**config.mk**
```make
export PLATFORM = sky130hd
export DESIGN_NAME = get_certificate_request
export DESIGN_NICKNAME = d
export VERILOG_FILES = /design/src/rtl/get_certificate_request_pkg.sv /design/src/rtl/get_certificate_request_cert_chunk_table.sv /design/src/rtl/get_certificate_request.sv
export SDC_FILE = /design/constraint.sdc
export NUM_CORES = 1
export LEC_CHECK = 0
export BUFFER_PORTS_ARGS = -buffer_cell sky130_fd_sc_hd__buf_4
export CORE_AREA = 5 5 151 153
export DETAILED_ROUTE_END_ITERATION = 10
export DIE_AREA = 0 0 156 158
export PLACE_DENSITY = 0.72
export SYNTH_ARGS = -nofsm -noshare
export SYNTH_HDL_FRONTEND = slang
export SYNTH_SLANG_ARGS = --single-unit
export TNS_END_PERCENT = 1
```
**constraint.sdc**
```tcl
create_clock -name clk -period 5.4 [get_ports clk]
set_input_delay 0.81 -clock clk [delete_from_list [all_inputs] [get_ports clk]]
set_output_delay 0.81 -clock clk [all_outputs]
set_load 0.1 [all_outputs]
```
**src/rtl/get_certificate_request_pkg.sv**
```systemverilog
// Shared constants for the GET_CERTIFICATE requester.
// Contents: message geometry, protocol opcodes, the per-slot certificate
// chunk lengths and counts, error codes, FSM state encodings, and a helper
// that builds the answer header the responder is expected to return.
package get_certificate_request_pkg;

    // Message geometry
    localparam int SIZE_OF_HEADER_VARS     = 8;
    localparam int SIZE_OF_HEADER_IN_BYTES = 4;
    localparam int HDR_W                   = SIZE_OF_HEADER_VARS * SIZE_OF_HEADER_IN_BYTES;
    localparam int MSG_LEN                 = 128;
    localparam int PAYLOAD_W               = MSG_LEN - 32;

    typedef logic [15:0] chunk_len_t;
    typedef logic [3:0]  chunk_idx_t;

    // Protocol opcodes
    localparam logic [7:0] PROTOCOL_VERSION       = 8'h10;
    localparam logic [7:0] CERTIFICATE_ANSWER_CMD = 8'h02;
    localparam logic [7:0] GET_CERTIFICATE_CMD    = 8'h82;

    // Certificate chunk lengths per slot
    localparam chunk_len_t SLOT0_CERT1_LENGTH = 16'h0120;
    localparam chunk_len_t SLOT0_CERT2_LENGTH = 16'h0200;
    localparam chunk_len_t SLOT0_CERT3_LENGTH = 16'h0180;
    localparam chunk_len_t SLOT0_CERT4_LENGTH = 16'h0040;
    localparam chunk_len_t SLOT0_CERT5_LENGTH = 16'h0300;
    localparam chunk_len_t SLOT0_CERT6_LENGTH = 16'h0064;
    localparam chunk_len_t SLOT1_CERT1_LENGTH = 16'h0400;
    localparam chunk_len_t SLOT1_CERT2_LENGTH = 16'h0250;
    localparam chunk_len_t SLOT1_CERT3_LENGTH = 16'h0111;
    localparam chunk_len_t SLOT1_CERT4_LENGTH = 16'h0090;
    localparam chunk_len_t SLOT2_CERT1_LENGTH = 16'h0070;
    localparam chunk_len_t SLOT2_CERT2_LENGTH = 16'h0333;
    localparam chunk_len_t SLOT2_CERT3_LENGTH = 16'h0222;
    localparam chunk_len_t SLOT2_CERT4_LENGTH = 16'h0155;
    localparam chunk_len_t SLOT2_CERT5_LENGTH = 16'h0044;

    // Number of chunks in each slot's chain
    localparam chunk_idx_t SLOT0_NUM_CERTS = 4'd6;
    localparam chunk_idx_t SLOT1_NUM_CERTS = 4'd4;
    localparam chunk_idx_t SLOT2_NUM_CERTS = 4'd5;

    // Error codes
    localparam logic [2:0] ERR_NONE         = 3'd0;
    localparam logic [2:0] ERR_BAD_SLOT     = 3'd1;
    localparam logic [2:0] ERR_RESP_INVALID = 3'd2;
    localparam logic [2:0] ERR_HDR_MISMATCH = 3'd3;
    localparam logic [2:0] ERR_TIMEOUT      = 3'd4;

    // FSM state encodings
    localparam logic [2:0] ST_IDLE    = 3'd0;
    localparam logic [2:0] ST_LOAD    = 3'd1;
    localparam logic [2:0] ST_REQ     = 3'd2;
    localparam logic [2:0] ST_CHECK   = 3'd3;
    localparam logic [2:0] ST_DELIVER = 3'd4;
    localparam logic [2:0] ST_GAP     = 3'd5;
    localparam logic [2:0] ST_DONE    = 3'd6;
    localparam logic [2:0] ST_ERR     = 3'd7;

    // Header a well-formed CERTIFICATE answer must carry for a given slot
    function automatic logic [HDR_W-1:0] answer_header(input logic [SIZE_OF_HEADER_VARS-1:0] slot);
        return {PROTOCOL_VERSION, CERTIFICATE_ANSWER_CMD, slot, 8'h00};
    endfunction

endpackage

```
**src/rtl/get_certificate_request_cert_chunk_table.sv**
```systemverilog
// cert_chunk_table: combinational lookup of the certificate chain layout.
// Ports:
//   slot       in  slot number
//   index      in  chunk index within the slot's chain
//   length     out length of that chunk (0 when out of range)
//   num_chunks out number of chunks in the slot's chain (0 for bad slots)
//   slot_valid out 1 for slots 0..2
module cert_chunk_table
    import get_certificate_request_pkg::*;
(
    input  logic [SIZE_OF_HEADER_VARS-1:0] slot,
    input  chunk_idx_t                     index,
    output chunk_len_t                     length,
    output chunk_idx_t                     num_chunks,
    output logic                           slot_valid
);

    always_comb begin
        length     = '0;
        num_chunks = '0;
        slot_valid = 1'b0;
        case (slot)
            SIZE_OF_HEADER_VARS'(0): begin
                slot_valid = 1'b1;
                num_chunks = SLOT0_NUM_CERTS;
                case (index)
                    4'd0:    length = SLOT0_CERT1_LENGTH;
                    4'd1:    length = SLOT0_CERT2_LENGTH;
                    4'd2:    length = SLOT0_CERT3_LENGTH;
                    4'd3:    length = SLOT0_CERT4_LENGTH;
                    4'd4:    length = SLOT0_CERT5_LENGTH;
                    4'd5:    length = SLOT0_CERT6_LENGTH;
                    default: length = '0;
                endcase
            end
            SIZE_OF_HEADER_VARS'(1): begin
                slot_valid = 1'b1;
                num_chunks = SLOT1_NUM_CERTS;
                case (index)
                    4'd0:    length = SLOT1_CERT1_LENGTH;
                    4'd1:    length = SLOT1_CERT2_LENGTH;
                    4'd2:    length = SLOT1_CERT3_LENGTH;
                    4'd3:    length = SLOT1_CERT4_LENGTH;
                    default: length = '0;
                endcase
            end
            SIZE_OF_HEADER_VARS'(2): begin
                slot_valid = 1'b1;
                num_chunks = SLOT2_NUM_CERTS;
                case (index)
                    4'd0:    length = SLOT2_CERT1_LENGTH;
                    4'd1:    length = SLOT2_CERT2_LENGTH;
                    4'd2:    length = SLOT2_CERT3_LENGTH;
                    4'd3:    length = SLOT2_CERT4_LENGTH;
                    4'd4:    length = SLOT2_CERT5_LENGTH;
                    default: length = '0;
                endcase
            end
            default: begin
                slot_valid = 1'b0;
            end
        endcase
    end

endmodule

```
**src/rtl/get_certificate_request.sv**
```systemverilog
// get_certificate_request: requester side of the certificate exchange.
// Fetches a slot's certificate chain one chunk at a time, issuing a
// GET_CERTIFICATE request per chunk, validating each answer header and
// handing the payload downstream over a valid/ready handshake.
// Ports:
//   clk, rst_n            clock, asynchronous active-low reset
//   start, abort, slot    control from the authentication controller
//   req_enable, req_msg   request towards the responder
//   resp_ack, resp_error, resp_header, resp_payload   responder answer
//   chunk_valid/ready, chunk_data/len/index/last      downstream chunk stream
//   busy, done, error, error_code                     status
module get_certificate_request
    import get_certificate_request_pkg::*;
#(
    parameter int TIMEOUT_CYCLES = 1024
) (
    input  logic                           clk,
    input  logic                           rst_n,
    input  logic                           start,
    input  logic                           abort,
    input  logic [SIZE_OF_HEADER_VARS-1:0] slot,
    output logic                           req_enable,
    output logic [MSG_LEN-1:0]             req_msg,
    input  logic                           resp_ack,
    input  logic                           resp_error,
    input  logic [HDR_W-1:0]               resp_header,
    input  logic [PAYLOAD_W-1:0]           resp_payload,
    output logic                           chunk_valid,
    input  logic                           chunk_ready,
    output logic [PAYLOAD_W-1:0]           chunk_data,
    output logic [15:0]                    chunk_len,
    output logic [3:0]                     chunk_index,
    output logic                           chunk_last,
    output logic                           busy,
    output logic                           done,
    output logic                           error,
    output logic [2:0]                     error_code
);

    localparam int CNT_W = $clog2(TIMEOUT_CYCLES + 1);
    localparam logic [CNT_W-1:0] TMO_LAST = CNT_W'(TIMEOUT_CYCLES - 1);

    logic [2:0]                     state;
    logic [SIZE_OF_HEADER_VARS-1:0] slot_q;
    chunk_idx_t                     index;
    chunk_idx_t                     num_chunks;
    chunk_len_t                     length;
    logic [CNT_W-1:0]               tmo_cnt;
    logic [HDR_W-1:0]               hdr_q;
    logic [PAYLOAD_W-1:0]           payload_q;

    logic [SIZE_OF_HEADER_VARS-1:0] tbl_slot;
    chunk_len_t                     tbl_len;
    chunk_idx_t                     tbl_num;
    logic                           tbl_valid;

    // In IDLE the live slot input is checked so a bad slot is rejected in
    // the start cycle; afterwards the latched slot drives the lookup.
    assign tbl_slot = (state == ST_IDLE) ? slot : slot_q;

    cert_chunk_table u_table (
        .slot       (tbl_slot),
        .index      (index),
        .length     (tbl_len),
        .num_chunks (tbl_num),
        .slot_valid (tbl_valid)
    );

    // Decoded from the state register so they follow an asynchronous reset
    // immediately (req_enable in particular must drop without a clock).
    assign req_enable  = (state == ST_REQ);
    assign chunk_valid = (state == ST_DELIVER);
    assign chunk_last  = (state == ST_DELIVER) && (index == num_chunks - 4'd1);
    assign busy        = (state != ST_IDLE);
    assign done        = (state == ST_DONE);
    assign chunk_data  = payload_q;
    assign chunk_len   = length;
    assign chunk_index = index;

    always_ff @(posedge clk or negedge rst_n) begin
        if (!rst_n) begin
            state      <= ST_IDLE;
            slot_q     <= '0;
            index      <= '0;
            num_chunks <= '0;
            length     <= '0;
            tmo_cnt    <= '0;
            hdr_q      <= '0;
            payload_q  <= '0;
            req_msg    <= '0;
            error      <= 1'b0;
            error_code <= ERR_NONE;
        end else if (abort) begin
            // Abort overrides every transition, including an accepted start
            // or an ack in the same cycle; status flags are left untouched.
            state <= ST_IDLE;
        end else begin
            case (state)
                ST_IDLE: begin
                    if (start) begin
                        slot_q <= slot;
                        index  <= '0;
                        if (!tbl_valid) begin
                            state      <= ST_ERR;
                            error      <= 1'b1;
                            error_code <= ERR_BAD_SLOT;
                        end else begin
                            state      <= ST_LOAD;
                            error      <= 1'b0;
                            error_code <= ERR_NONE;
                        end
                    end
                end
                ST_LOAD: begin
                    length     <= tbl_len;
                    num_chunks <= tbl_num;
                    req_msg    <= {PROTOCOL_VERSION, GET_CERTIFICATE_CMD, slot_q, 8'h00,
                                   12'h000, index, tbl_len, {(MSG_LEN-64){1'b0}}};
                    tmo_cnt    <= '0;
                    state      <= ST_REQ;
                end
                ST_REQ: begin
                    // resp_error outranks a simultaneous ack. The payload is
                    // only guaranteed stable while we hold the enable, so it
                    // is captured in the ack cycle itself.
                    if (resp_error) begin
                        state      <= ST_ERR;
                        error      <= 1'b1;
                        error_code <= ERR_RESP_INVALID;
                    end else if (resp_ack) begin
                        hdr_q     <= resp_header;
                        payload_q <= resp_payload;
                        state     <= ST_CHECK;
                    end else if (tmo_cnt == TMO_LAST) begin
                        state      <= ST_ERR;
                        error      <= 1'b1;
                        error_code <= ERR_TIMEOUT;
                    end else begin
                        tmo_cnt <= tmo_cnt + 1'b1;
                    end
                end
                ST_CHECK: begin
                    if (hdr_q != answer_header(slot_q)) begin
                        state      <= ST_ERR;
                        error      <= 1'b1;
                        error_code <= ERR_HDR_MISMATCH;
                    end else begin
                        state <= ST_DELIVER;
                    end
                end
                ST_DELIVER: begin
                    if (chunk_ready) begin
                        if (index == num_chunks - 4'd1) begin
                            state <= ST_DONE;
                        end else begin
                            index <= index + 4'd1;
                            state <= ST_GAP;
                        end
                    end
                end
                // One idle cycle lets the responder release its ack
                ST_GAP:  state <= ST_LOAD;
                ST_DONE: state <= ST_IDLE;
                ST_ERR:  state <= ST_IDLE;
                default: state <= ST_IDLE;
            endcase
        end
    end

endmodule
```
==> metrics.cfg, run 1 <==
[drt]
viasPerCell = 4.733
drt_iter0_drc = 317
dr.pass1.iters = 4
postRouteWirelength_um = 22040
drc_errors = 0
antenna_left = 0
wire_per_inst_um = 17.07
vias = 6110

[sta]
fin_ws_ns = 2.349
relSlewSlack_pct = 39.44
fin_crit_ns = 3.051
fin_skew_ns = 0.01506
fin_hold_ws_ns = 0.4827
timing.setup.tns_ns = 0
fmax_ghz = 0.3277
maxSlewViolCount = 0
hold_viol = 0
worst_pin_slew_ns = 0.9084
fin_crit_sh_pct = 56.51
final-setup-viol-count = 0
rsz0062_at_grt = false

[place]
gp_congestion = 0.8167
hpwl_um = 16890
pre_cts_slack_ns = 2.737
portBuffers = 286

[logic_synthesis]
syn_area_um2 = 8720
synthArstFlopShare_pct = 100.0
ys_types = 55
synth-main-ff-cell = dfrtp_1
synth_seq_area_share_pct = 52.81
synth-edff-count = 0
synth_top_area_share_pct = 52.81
yosys.area.top_type = dfrtp_1
syn_avg_cell_area_um2 = 11.94
synth-seq-cells = 184
yosys-top-cells-area = dfrtp_1 (53%), mux2_2 (18%), buf_4 (10%)
synth_warnings = 0
synthCells = 730

[clock_network]
htreeDepth = 4
hold_buffers = 0
cts_sinks = 184
cts_root_buf = clkbuf_16
clk_latency_ns = 0.42
path_clk_slew_ns = 0.07
postCtsSetupRepairBufs = 0
clock_path_buffers = 2
cts_resized = 0
cts_buffers = 17
cts_tree = yes

[cells_and_area]
antenna_cells = 0
multiInputGateArea_um2 = 3445
fillers = 1896
seqCellArea_um2 = 4604
syn_to_final_growth_pct = 28.73
fin_nets = 1148
utilization_pct = 52.41
drive_gt1_share_pct = 46.39

[floorplanning]
start_util_pct = 40.71
die_y_um = 158
fp-row-count = 54
coreArea_um2 = 21420
die_area_um2 = 24650
io_pins = 396
fp.dieW_um = 156

[setup_path]
startpoint_type = register
crit_chain = inv_1 > ha_1 > xor2_1 > and3b_1 > o221ai_1 > nor2_1 > buf_4
slowest_delay_ns = 0.47
cp.required_ns = 4.59
end_kind = output pin
path_buf_inv = 2
crit_family = compound AO/OA/AOI/OAI gates
cp_max_fo = 7
critPathKind = reg -> out
cp_slowest_cell = o221ai_1
cp_data_arrival_time_ns = 2.24

[global_routing]
grt_pass1_vias = 6141
overflow = 0
antenna_found_initial = 0
grt_max_degree = 129
grt_usage_pct = 17.25
grt_pass1_wl_um = 33540

[status]
outcome = finished clean

[min_path]
hold_path_class = reg -> reg

[job]
cap_viol_max_count = 0

path summary, 6_finish.rpt:
| path | startpoint | to | slack (ns) | cells past startpoint |
|---|---|---|---|---|
| max in group asynchronous | rst_n | slot_q[1] | 3.71 | 2 |
| min in group asynchronous | rst_n | req_msg[81] | 0.49 | 1 |
| setup / recovery | num_chunks[0] | chunk_last | 2.35 | 7 |
| hold reg to reg | req_msg[82] | req_msg[82] | 0.48 | 2 |
| hold / removal | req_msg[82] | req_msg[82] | 0.48 | 2 |
| setup reg to reg | hdr_q[20] | error_code[0] | 2.75 | 6 |
final cells by class:
| cell class | instances | area share (%) |
|---|---|---|
| Clock buffer | 17 | 3.790 |
| Inverter | 11 | 0.3679 |
| Clock inverter | 14 | 1.382 |
| Sequential cell | 184 | 41.02 |
| Timing Repair Buffer | 291 | 19.63 |
| Multi-Input combinational cell | 494 | 30.69 |
| Tap cell | 280 | 3.121 |
cells by family (layout without fill, tap and decap cells):
family                   Yosys count  count (layout)  share of synthesized area (%)
AO/OA/AOI/OAI                     65              65                          5.152
XOR/XNOR                          19              19                          1.908
adder cells (fa/ha/maj)            6               6                         0.8609
buffers and inverters            160             333                          12.34
flip-flops                       184             184                          52.81
multiplexers                     139             139                          17.94
other                              1             109                        0.04301
AND/OR/NAND/NOR                  156             156                          8.954
per-layer routing:
metal	global-route usage [%]	vias to the layer above	share of wire (%)
met2	28.82	269	52
met4	4.252	0	1.4
li1	-	2823	-
met5	0	-	0
met1	20.18	3002	36
met3	8.174	16	11
registers in the layout, summed over array words and instances (netlist names):
register,cells
chunk_data,96
hdr_q,32
req_msg,23
tmo_cnt,11
slot_q,8
chunk_index,4
error_code,3
num_chunks,3
state,3
error,1
layout by cell type (no fill, tap or decap), types with 3 or more instances in the layout:
| cell type | n |
|---|---|
| a211o_1 | 3 |
| a21oi_1 | 12 |
| a22o_1 | 4 |
| a22oi_1 | 4 |
| and2_1 | 3 |
| buf_4 | 289 |
| clkbuf_16 | 17 |
| clkinv_8 | 3 |
| conb_1 | 109 |
| dfrtp_1 | 184 |
| ha_1 | 6 |
| inv_1 | 10 |
| inv_8 | 6 |
| mux2_2 | 138 |
| nand2_1 | 61 |
| nand2b_1 | 5 |
| nand3_1 | 9 |
| nand4_1 | 8 |
| nor2_1 | 28 |
| nor2b_1 | 4 |
| nor3_1 | 12 |
| nor4_1 | 8 |
| nor4b_1 | 4 |
| o211ai_1 | 4 |
| o21a_1 | 3 |
| o21ai_0 | 17 |
| o2bb2ai_1 | 3 |
| xnor2_1 | 15 |
| xor2_1 | 4 |
synth_stat cells (all sizes together), types with 3 or more instances:
master / count
mux2: 138
a22oi: 4
xnor2: 15
a22o: 4
nand3: 9
a21oi: 12
and2: 4
nor3: 13
inv: 11
o21ai: 18
o21a: 3
xor2: 4
nand2: 61
o2bb2ai: 3
nand2b: 5
ha: 6
nor2b: 4
nor4: 9
o211ai: 4
dfrtp: 184
nand4: 8
a211o: 3
buf: 139
nor2: 28
clkbuf: 10
nor4b: 4
metrics by stage:
stage	cells	area (um2)
after detailed placement	1260	10640
after global placement	1260	10640
after floorplan	838	9125
final	1291	11220
after global routing	1291	11220
after CTS	1291	11220
worst register-to-register path, delay by kind of cell (launching register included):
family / cells / cell delay (ns)
AOI/OAI and AO/OA: 1 / 0.34
and+or+nand+nor: 4 / 1.48
DFF: 1 / 0.39
muxes: 1 / 0.34
Power of run 1 is not shown: default switching activity piles up to over one toggle a cycle in this logic, so the estimate is an artifact.
==> run 2, diff against run 1 <==
Settings changed: ABC_AREA set to 1, CORE_AREA 5 5 151 153 to not set, CORE_MARGIN set to 5, CORE_UTILIZATION set to 44, DIE_AREA 0 0 156 158 to not set, PLACE_DENSITY 0.72 to 0.77.
Clock period 5.4 ns to 2.7 ns, I/O delays scaled along.
==> run 2 against run 1 <==
Net effect: routed wire length is 10% higher; die area is 0.22% lower; final cell count is 13% higher; sequential share of layout area is 2.6 points lower; sequential cell count stayed put; synthesized cell count is 23% higher; first-iteration DRC count is 12% higher; cell area is 6.7% higher; non-clock buffer count is 3 higher; critical path type unchanged; worst setup slack worse by 2.2 ns; clock skew is 0.00083 ns higher; utilization is 4.2 points higher.
==> metrics.cfg, run 2 <==
[clock_network]
clock_path_buffers = 2
cts_root_buf = clkbuf_16
htreeDepth = 4
clk_latency_ns = 0.43
path_clk_slew_ns = 0.08
cts_buffers = 17
cts_tree = yes
cts_sinks = 184
cts_resized = 0

[logic_synthesis]
synthCells = 897
synthArstFlopShare_pct = 100.0
netlist_top_cells_count = dfrtp_1 (184), nand2_1 (169), buf_4 (122)
yosys.area.top_type = dfrtp_1
ys_types = 35
syn_area_um2 = 9485
synth-seq-cells = 184
synth-main-ff-cell = dfrtp_1
synth_most_common_cell = dfrtp_1
syn_avg_cell_area_um2 = 10.57
yosys-top-cells-area = dfrtp_1 (49%), mux2_4 (17%), buf_4 (9.7%)
synth_seq_area_share_pct = 48.54
synth_warnings = 0
synth_top_area_share_pct = 48.54
synth-edff-count = 0

[drt]
drc_errors = 0
drt_iter0_drc = 356
viasPerCell = 4.569
vias = 6693
postRouteWirelength_um = 24290
wl_met1_um = 9281
antenna_left = 0
wl_met2_um = 12110
dr.pass1.iters = 5
topRoutingLayerUsed = met4
wl_met3_um = 2623
wire_per_inst_um = 16.58

[global_routing]
antenna_found_initial = 2
grt_pass1_vias = 6812
grt_max_degree = 68
overflow = 0
grt_pass1_wl_um = 36660
grt_usage_pct = 19.11

[sta]
fin_ws_ns = 0.1906
final-setup-viol-count = 0
fmax_ghz = 0.3985
rsz0062_at_grt = false
hold_viol = 0
fin_hold_ws_ns = 0.1843
relSlewSlack_pct = 57.64
maxSlewViolCount = 0
fin_skew_ns = 0.01589
fin_crit_ns = 2.509
timing.setup.tns_ns = 0
worst_pin_slew_ns = 0.6354
fin_crit_sh_pct = 92.94

[setup_path]
cp_max_fo = 5
startpoint_type = register
crit_family = buffers and inverters
cp.required_ns = 2.30
critPathKind = reg -> out
slowest_delay_ns = 0.38
crit_chain = inv_1 > ha_1 > nand2_1 > inv_1 > nor2_1 > nand2_1 > nor2_1 > nand3_1 > inv_1 > buf_4
path_buf_inv = 4
path_depth = 10
crit_top_cell = inv_1
r2r_cells = 8
end_kind = output pin
cp_slowest_cell = dfrtp_1
cp_data_arrival_time_ns = 2.10

[job]
cap_viol_max_count = 0

[min_path]
min_path_cells = 2
hold_path_class = in -> reg

[place]
gp_congestion = 0.8627
portBuffers = 286
pre_cts_slack_ns = 0.4975
hpwl_um = 18920

[cells_and_area]
final_cell_mix = buf_4 (290), dfrtp_1 (184), nand2_1 (168), mux2_4 (110), conb_1 (109)
utilization_pct = 56.61
fin_nets = 1324
syn_to_final_growth_pct = 26.25
final_common_cell = buf_4
largest_reg_flops = 96
fillers = 1814
drive_gt1_share_pct = 38.72

[floorplanning]
coreArea_um2 = 21150
io_pins = 396
die_y_um = 156.8
fp-row-count = 53
start_util_pct = 44.84
die_area_um2 = 24590
fp.dieW_um = 156.8

[status]
outcome = finished clean

-- run 2: cell type report --
cell class / instances / area, um2 / area share (%)
tap: 275 / 344.1 / 2.873
clock buffer: 17 / 425.4 / 3.552
sequential: 184 / 4604 / 38.45
inverter: 63 / 236.5 / 1.975
antenna: 2 / 5.005 / 0.04179
clock inverter: 15 / 160.2 / 1.337
timing repair buffer: 294 / 2241 / 18.71
multi-input combinational: 615 / 3959 / 33.06
-- run 2: final timing paths --
path | start | end | slack [ns]
worst max-delay path | num_chunks[0] | chunk_last | 0.19
worst min-delay path | resp_payload[52] | chunk_data[52] | 0.18
worst max register to register | state[2] | chunk_data[34] | 0.49
worst min register to register | error | error | 0.48
max in group asynchronous | rst_n | chunk_data[64] | 1.39
min in group asynchronous | rst_n | chunk_index[1] | 0.51
-- run 2: kinds of logic (layout without fill, tap and decap cells) --
group / after synthesis / in the layout / share of synthesized area (%)
adder cells (fa/ha/maj): 6 / 6 / 0.7914
AO/OA/AOI/OAI: 65 / 65 / 3.760
AND/OR/NAND/NOR: 304 / 304 / 13.15
multiplexers: 119 / 119 / 18.48
buffers and inverters: 206 / 389 / 14.13
flip-flops: 184 / 184 / 48.54
XOR/XNOR: 12 / 12 / 1.108
other: 1 / 111 / 0.03953
-- run 2: layer usage --
metal / vias up / global-route usage (%)
li1: 3212 / -
met1: 3213 / 23.00
met2: 253 / 31.42
met3: 15 / 8.739
met4: 0 / 4.628
met5: - / 0
-- run 2: timing repair --
item	in CTS	in global routing
buffers inserted	0	0
hold buffers	1	0
hold endpoints to repair	57	0
-- run 2: stage by stage --
stage / area (um2) / instances
floorplan: 9896 / 1005
global placement: 11370 / 1430
detailed placement: 11370 / 1430
CTS: 11970 / 1463
global route: 11980 / 1465
finish: 11980 / 1465
Power of run 2 is left out for the same reason.
